===== src/rtl/mem_stage.sv =====
// MEM stage of the RV32 pipeline: registered req/ack load/store unit and the MEM/WB register.
// Stalls upstream while a data-memory transaction is outstanding; ALU ops pass in one cycle.
module mem_stage #(
  parameter int DATA_WIDTH = 32,
  parameter int ADDR_WIDTH = 32
) (
  input  logic                  i_clk,
  input  logic                  i_rst_n,
  input  logic                  i_valid,
  input  logic                  i_flush,
  input  logic [DATA_WIDTH-1:0] i_ALU_Result,
  input  logic [DATA_WIDTH-1:0] i_Store_Data,
  input  logic [2:0]            i_Funct3,
  input  logic                  i_ctrl_MemRead,
  input  logic                  i_ctrl_MemWrite,
  input  logic                  i_ctrl_MemToReg,
  input  logic                  i_ctrl_RegWrite,
  input  logic [4:0]            i_Rd,
  output logic                  o_stall,
  output logic                  o_mem_fault,
  output logic                  o_dmem_req,
  output logic                  o_dmem_we,
  output logic [ADDR_WIDTH-1:0] o_dmem_addr,
  output logic [DATA_WIDTH-1:0] o_dmem_wdata,
  output logic [3:0]            o_dmem_be,
  input  logic                  i_dmem_ack,
  input  logic [DATA_WIDTH-1:0] i_dmem_rdata,
  output logic                  o_valid,
  output logic [DATA_WIDTH-1:0] o_ALU_Data,
  output logic [DATA_WIDTH-1:0] o_Mem_Data,
  output logic                  o_ctrl_MemToReg,
  output logic                  o_ctrl_RegWrite,
  output logic [4:0]            o_Rd
);

  typedef enum logic {IDLE, BUSY} state_t;
  state_t state, state_nxt;

  logic                  is_mem, legal, aligned, live, mem_op, fault;
  logic [1:0]            off;
  logic [DATA_WIDTH-1:0] st_wdata;
  logic [3:0]            st_be;
  logic [2:0]            f3_q;
  logic [1:0]            off_q;
  logic                  kill_q;
  logic [7:0]            ld_byte;
  logic [15:0]           ld_half;
  logic [DATA_WIDTH-1:0] ld_data;

  assign off    = i_ALU_Result[1:0];
  assign is_mem = i_ctrl_MemRead | i_ctrl_MemWrite;
  assign live   = i_valid & ~i_flush;
  assign legal  = i_ctrl_MemWrite ? (i_Funct3 inside {3'd0, 3'd1, 3'd2})
                                  : (i_Funct3 inside {3'd0, 3'd1, 3'd2, 3'd4, 3'd5});
  assign aligned = (i_Funct3[1:0] == 2'b01) ? ~off[0] :
                   (i_Funct3[1:0] == 2'b10) ? (off == 2'b00) : 1'b1;
  assign mem_op = live & is_mem & aligned & legal;
  assign fault  = live & is_mem & ~(aligned & legal);

  always_comb begin
    st_wdata = i_Store_Data;
    st_be    = 4'b1111;
    case (i_Funct3[1:0])
      2'b00: begin
        st_wdata = {4{i_Store_Data[7:0]}};
        st_be    = 4'b0001 << off;
      end
      2'b01: begin
        st_wdata = {2{i_Store_Data[15:0]}};
        st_be    = 4'b0011 << off;
      end
      default: ;
    endcase
  end

  always_comb begin
    ld_byte = i_dmem_rdata[{off_q, 3'b000} +: 8];
    ld_half = off_q[1] ? i_dmem_rdata[31:16] : i_dmem_rdata[15:0];
    case (f3_q)
      3'd0:    ld_data = {{24{ld_byte[7]}}, ld_byte};
      3'd1:    ld_data = {{16{ld_half[15]}}, ld_half};
      3'd4:    ld_data = {24'd0, ld_byte};
      3'd5:    ld_data = {16'd0, ld_half};
      default: ld_data = i_dmem_rdata;
    endcase
    if (o_dmem_we) ld_data = '0;
  end

  always_ff @(posedge i_clk or negedge i_rst_n) begin
    if (!i_rst_n) state <= IDLE;
    else          state <= state_nxt;
  end

  always_comb begin
    state_nxt = state;
    o_stall   = 1'b0;
    case (state)
      IDLE: begin
        o_stall = mem_op;
        if (mem_op) state_nxt = BUSY;
      end
      BUSY: begin
        o_stall = ~i_dmem_ack;
        if (i_dmem_ack) state_nxt = IDLE;
      end
      default: state_nxt = IDLE;
    endcase
  end

  // Request side: launch fields stay frozen for the whole BUSY period.
  always_ff @(posedge i_clk or negedge i_rst_n) begin
    if (!i_rst_n) begin
      o_dmem_req   <= 1'b0;
      o_dmem_we    <= 1'b0;
      o_dmem_addr  <= '0;
      o_dmem_wdata <= '0;
      o_dmem_be    <= '0;
      f3_q         <= '0;
      off_q        <= '0;
      kill_q       <= 1'b0;
      o_mem_fault  <= 1'b0;
    end else begin
      o_mem_fault <= (state == IDLE) & fault;
      if (state == IDLE) begin
        kill_q <= 1'b0;
        if (mem_op) begin
          o_dmem_req   <= 1'b1;
          o_dmem_we    <= i_ctrl_MemWrite;
          o_dmem_addr  <= {i_ALU_Result[ADDR_WIDTH-1:2], 2'b00};
          o_dmem_wdata <= st_wdata;
          o_dmem_be    <= st_be;
          f3_q         <= i_Funct3;
          off_q        <= off;
        end
      end else begin
        // A flush seen while waiting squashes the result, not the access.
        if (i_flush) kill_q <= 1'b1;
        if (i_dmem_ack) o_dmem_req <= 1'b0;
      end
    end
  end

  always_ff @(posedge i_clk or negedge i_rst_n) begin
    if (!i_rst_n) begin
      o_valid         <= 1'b0;
      o_ALU_Data      <= '0;
      o_Mem_Data      <= '0;
      o_ctrl_MemToReg <= 1'b0;
      o_ctrl_RegWrite <= 1'b0;
      o_Rd            <= '0;
    end else begin
      o_valid         <= 1'b0;
      o_ALU_Data      <= '0;
      o_Mem_Data      <= '0;
      o_ctrl_MemToReg <= 1'b0;
      o_ctrl_RegWrite <= 1'b0;
      o_Rd            <= '0;
      if ((state == IDLE && live && !is_mem) ||
          (state == BUSY && i_dmem_ack && !kill_q && live)) begin
        o_valid         <= 1'b1;
        o_ALU_Data      <= i_ALU_Result;
        o_Mem_Data      <= (state == BUSY) ? ld_data : '0;
        o_ctrl_MemToReg <= i_ctrl_MemToReg;
        o_ctrl_RegWrite <= i_ctrl_RegWrite;
        o_Rd            <= i_Rd;
      end
    end
  end

endmodule


===== config.mk =====
export PLATFORM = sky130hd
export DESIGN_NAME = mem_stage
export DESIGN_NICKNAME = d
export VERILOG_FILES = /design/src/rtl/mem_stage.sv
export SDC_FILE = /design/constraint.sdc
export NUM_CORES = 1
export LEC_CHECK = 0
export ABC_AREA = 1
export ABC_CLOCK_PERIOD_IN_PS = 2320
export CORE_ASPECT_RATIO = 0.8
export CORE_MARGIN = 2
export CORE_UTILIZATION = 23
export DETAILED_ROUTE_END_ITERATION = 10
export GPL_TIMING_DRIVEN = 0
export PLACE_DENSITY = 0.55
export SYNTH_ARGS = -nofsm -noshare
export SYNTH_HDL_FRONTEND = slang
export SYNTH_SLANG_ARGS = --single-unit

===== constraint.sdc =====
create_clock -name i_clk -period 2.32 [get_ports i_clk]
set_input_delay 0.696 -clock i_clk [delete_from_list [all_inputs] [get_ports i_clk]]
set_output_delay 0.696 -clock i_clk [all_outputs]
set_load 0.005 [all_outputs]

; ---- Yosys cells after proc, flatten, opt, wreduce, memory -nomap -nowiden
; Index checks and enable logic that the tools add are counted.
; W data, S select, Z words.
[classes]
shift = 3
reduce_logical = 17
eq_ne = 11
muxes = 24
n_bitwise = 13
[op_table]
columns = op, n
row1 = $mux W32, 4
row2 = $pmux W32 S4, 1
row3 = $pmux W32 S2, 1
row4 = $shiftx A32 B6 Y8, 1
row5 = $mux W16, 1
row6 = $mux W1, 13
row7 = $eq A3 B3 Y1 const B, 4
row8 = $pmux W4 S2, 1
row9 = $and A1 B1 Y1, 7
row10 = $eq A3 B1 Y1 const B, 2
row11 = $logic_not A3 Y1, 2
row12 = $logic_and A1 B1 Y1, 5
row13 = $mux W5, 1
row14 = $not A1 Y1, 5
row15 = $reduce_bool A5 Y1, 1
row16 = $logic_not A2 Y1, 2
row17 = $ne A2 B2 Y1 const B, 2
row18 = $pmux W1 S2, 2
row19 = $reduce_and A2 Y1, 2
row20 = $shl A1 B2 Y4 const A, 1
row21 = $shl A2 B2 Y4 const A, 1
row22 = $eq A3 B2 Y1 const B, 1
row23 = $reduce_bool A3 Y1, 1
row24 = $eq A2 B1 Y1 const B, 1
row25 = other kinds (5), 6
[totals]
out_inout_bits = 144
register_bits = 148
word_cells = 84

; ---- Logic depth before layout (Yosys ltp)
[logic_depth]
depth_word = 7
depth_mapped = 9
ltp_nobuf = 8

; ---- Worst setup path after synthesis
; No wires, ideal clock.
[synth_path]
path_type = input to output
startpoint = input i_valid
endpoint = output o_stall
arrival_ns = 1.597
setup_slack_ns = 0.027
n_path_buf = 2
stages = 8
cell_sequence = inv_1 > nor2_4 > nand2_2 > nor2_4 > nand3_2 > buf_6 > buf_2 > o21ai_1
[synth_via]
elab_chain_cells = 5
[synth_lines]
columns = element, line_no
row1 = start: declaration, 9  ; input logic i_valid,
row2 = $and A1 B1 Y1, 52  ; assign live = i_valid & ~i_flush;
row3 = $and A1 B1 Y1 (3 in a row), 57  ; assign mem_op = live & is_mem & aligned & legal;
row4 = $pmux W1 S2, 97  ; case (state)
row5 = end: declaration, 19  ; output logic o_stall,
; No other way between the ends.

; ---- Final worst setup path
[layout_path]
startpoint = input i_flush
endpoint = output o_stall
[layout_via]
elab_chain_cells = 6
[layout_lines]
columns = element, line_no
row1 = start: declaration, 10  ; input logic i_flush,
row2 = $not A1 Y1, 52
row3 = $and A1 B1 Y1, 52
row4 = $and A1 B1 Y1 (3 in a row), 57
row5 = $pmux W1 S2, 97
; No other way between the ends.

==> results by group <==
Outcome
  • Status: finished clean

Place
  • Routability congestion estimate: 0.7914
  • # port buffers: 254
  • Dpl cell area: 9120 um2
  • Post-DP HPWL: 15,810 um
  • Placed insts: 1,315

Die
  • DIE AREA: 27,820 um2
  • DIE WIDTH: 186.0 um
  • DIE HEIGHT: 149.6 um
  • Starting Density: 23.33%
  • Core area: 26,130 um2
  • Rows: 53
  • IO Pins: 257

GRT
  • First-pass GRT wire length: 32,660 um
  • Pin count of the biggest net entering global routing: 78
  • Global route total overflow: 0
  • Number of global-route vias before repair: 5,579
  • GR Util All Layers: 15.78%
  • Initial antenna violation count: 0

Synthesis
  • Mean post-synth cell area: 8.682 um2
  • Synth cell types: 22
  • Post-synthesis register bit count: 148
  • Post-synthesis cell count: 702
  • Synth top area cells: dfrtp_1, nand2_1, nor2_1, o21ai_1, inv_1
  • Syn Std Cell Area: 6095 um2
  • Syn. warnings: 0
  • Post-synthesis sequential area ratio: 60.77%
  • Synth top area share: 60.77%
  • Area leader, netlist: dfrtp_1

Power and ir drop
  • Seq pwr share: 39.2%
  • Power per cell area: 815.1 nW/um2
  • Leakage: 4.763 nW
  • Switching pwr: 0.002280 W
  • Switching Fraction: 28.47%
  • Peak supply drop: 0.0004572 V
  • Share of power burned in the clock network: 36.3%
  • Cell internal pwr: 0.005728 W
  • Combinational share of power: 24.5%

STA
  • RSZ-0062 raised after global routing: no
  • Achievable Freq: 452.0 MHz
  • Final Setup Violations: 0
  • Slew margin rel.: 57.89%
  • Fin crit period: 2212 ps
  • Worst-margin pin slew: 631.6 ps
  • Fin crit share: 95.36%
  • Endpoints failing hold: 0
  • Max Clock Skew: 10.30 ps
  • Fin Hold WS: 209.2 ps
  • Slew Limit Fails: 0
  • Setup TNS: 0 ps

Detailed routing
  • Total wire length: 21,470 um
  • Residual DRC: 0
  • First-pass DRT Iterations: 5
  • Iteration-0 DRC Markers: 272
  • Drt wl/cell: 15.83 um
  • Vias: 5,753
  • Routed vias/inst: 4.243
  • Final ANT Viol Nets: 0

Clock tree
  • Clk Latency, worst-skew pair: 430 ps
  • CTS max path bufs: 2
  • CTS sink count: 148
  • TritonCTS clock tree: done
  • CTS buffer count: 17
  • CTS H-tree lvls: 4
  • Clk slew on worst S/H paths: 60 ps
  • Root Driver: clkbuf_16

Setup path
  • Critical path startpoint category: input port
  • Max stage delay cell, worst path: nor2_4
  • Crit-path cells: buf_6 > nor2_4 > nand2_2 > nor2_4 > nand3_4 > o21ai_2 > buf_2
  • CP Capture Point: o_stall
  • R2r endpoint: o_ALU_Data[0]
  • R2R Setup Slk: 570 ps
  • Crit path kind: input port to output pin
  • WP data required: 1620 ps
  • Setup crit start: i_flush
  • Reg2reg start: state
  • Max FO, Critical Path: 4
  • R2r worst-path depth: 7
  • Crit path DAT: 1520 ps
  • CP dominant cell by count: nor2_4
  • Setup crit end kind: output pin
  • CP max stage delay: 150 ps

Final layout
  • ANT cells: 0
  • Area grow syn2layout: 61.18%
  • Final Cell Area: 9823 um2
  • Share of cells above drive strength 1: 10.01%
  • Non-Filler Instances: 1,356
  • Nets: 1,099

Hold path
  • Worst min path class: input port to async pin

Run
  • Max Cap Viol: 0
[stage by stage]
stage | total power, W | utilization (%) | worst slack, ps
after global placement | 0.005136 | 34.78 | -5910
after detailed placement | 0.005148 | 34.91 | -1242
after floorplan | 0.003915 | - | 26.55
final | 0.008007 | 37.60 | 107.7
after CTS | 0.008132 | 37.67 | -2.739
after global routing | 0.008461 | 37.60 | 30.87
[power groups by stage]
stage          registers [W]  clock network [W]  logic (W)
3_3_place_gp         0.00318                  0    0.00196
4_1_cts              0.00314            0.00299    0.00200
5_1_grt              0.00318            0.00310    0.00217
3_5_place_dp         0.00318                  0    0.00197
6_report             0.00314            0.00290    0.00196
2_1_floorplan        0.00318                  0   0.000730
[Yosys cell counts (all sizes together)]
| library cell | instances |
|---|---|
| nand2 | 212 |
| dfrtp | 148 |
| nor2 | 97 |
| o21ai | 67 |
| inv | 59 |
| nand3 | 37 |
| buf | 27 |
| a21oi | 23 |
| clkbuf | 12 |
| nor3 | 8 |
| o22ai | 8 |
| and2 | 2 |
| conb | 1 |
| nand4 | 1 |
[how the worst min path moves through the flow]
stage                     slack (ps)             from         endpoint
after floorplan                  400          i_rst_n          f3_q[0]
after global placement           460  o_dmem_wdata[0]  o_dmem_wdata[0]
after detailed placement         460  o_dmem_wdata[0]  o_dmem_wdata[0]
after CTS                        220          i_rst_n          o_Rd[0]
after global routing             240          i_rst_n          o_Rd[0]
final                            210          i_rst_n          o_Rd[0]
[what timing repair did]
action / 4_1_cts / 5_1_grt
hold buffers: 0 / 0
setup endpoints to repair: 1 / 11
pin swaps: 8 / 7
resized for setup: 49 / 8
setup buffers: 10 / 1
[metal layers]
metal	vias to the layer above	track usage [%]	share of wire (%)
met4	0	4.016	0.89
met3	14	6.279	9.9
met5	-	0	0
met2	231	23.61	44
met1	2749	21.22	45
li1	2759	-	-
[flip-flops by register name (all words and copies together) (netlist names)]
name and cells:
o_dmem_addr 30, kill_q 1, o_dmem_wdata 32, o_Rd 5, o_dmem_be 4, o_dmem_we 1
o_ALU_Data 32, o_ctrl_RegWrite 1, o_mem_fault 1, o_Mem_Data 32, o_valid 1, o_ctrl_MemToReg 1
off_q 2, f3_q 3, o_dmem_req 1, state 1
[cell usage in the layout (no fill, tap or decap), types with 15 or more instances in the layout]
cell type        instances
nand3_1                 34
clkdlybuf4s50_1        243
dfrtp_1                148
a21oi_1                 23
buf_2                   16
nand2_1                205
buf_4                   15
clkbuf_16               17
o21ai_0                 20
inv_1                   50
nor2_1                  93
o21ai_1                 46
[worst max-delay path, delay by kind of cell]
family          cells  cell delay, ps
simple gates        4             500
compound gates      1              80
buf+inv             2             230
[cells by family (layout without fill, tap and decap cells)]
group / Yosys count / in the layout / synth area share, %
compound gates: 98 / 98 / 8.212
buf+inv: 98 / 394 / 7.432
flops: 148 / 148 / 60.77
other cells: 1 / 2 / 0.06153
simple gates: 357 / 357 / 23.53
[cell type report]
cell class | count | area [um2]
Fill cell | 2677 | 16300
Sequential cell | 148 | 3704
Timing Repair Buffer | 266 | 2630
Multi-Input combinational cell | 457 | 1991
Clock buffer | 20 | 456.7
Tap cell | 357 | 446.7
Buffer | 37 | 221.5
Inverter | 59 | 221.5
Clock inverter | 12 | 152.6
No activity file was read; power rests on OpenSTA's default activity.
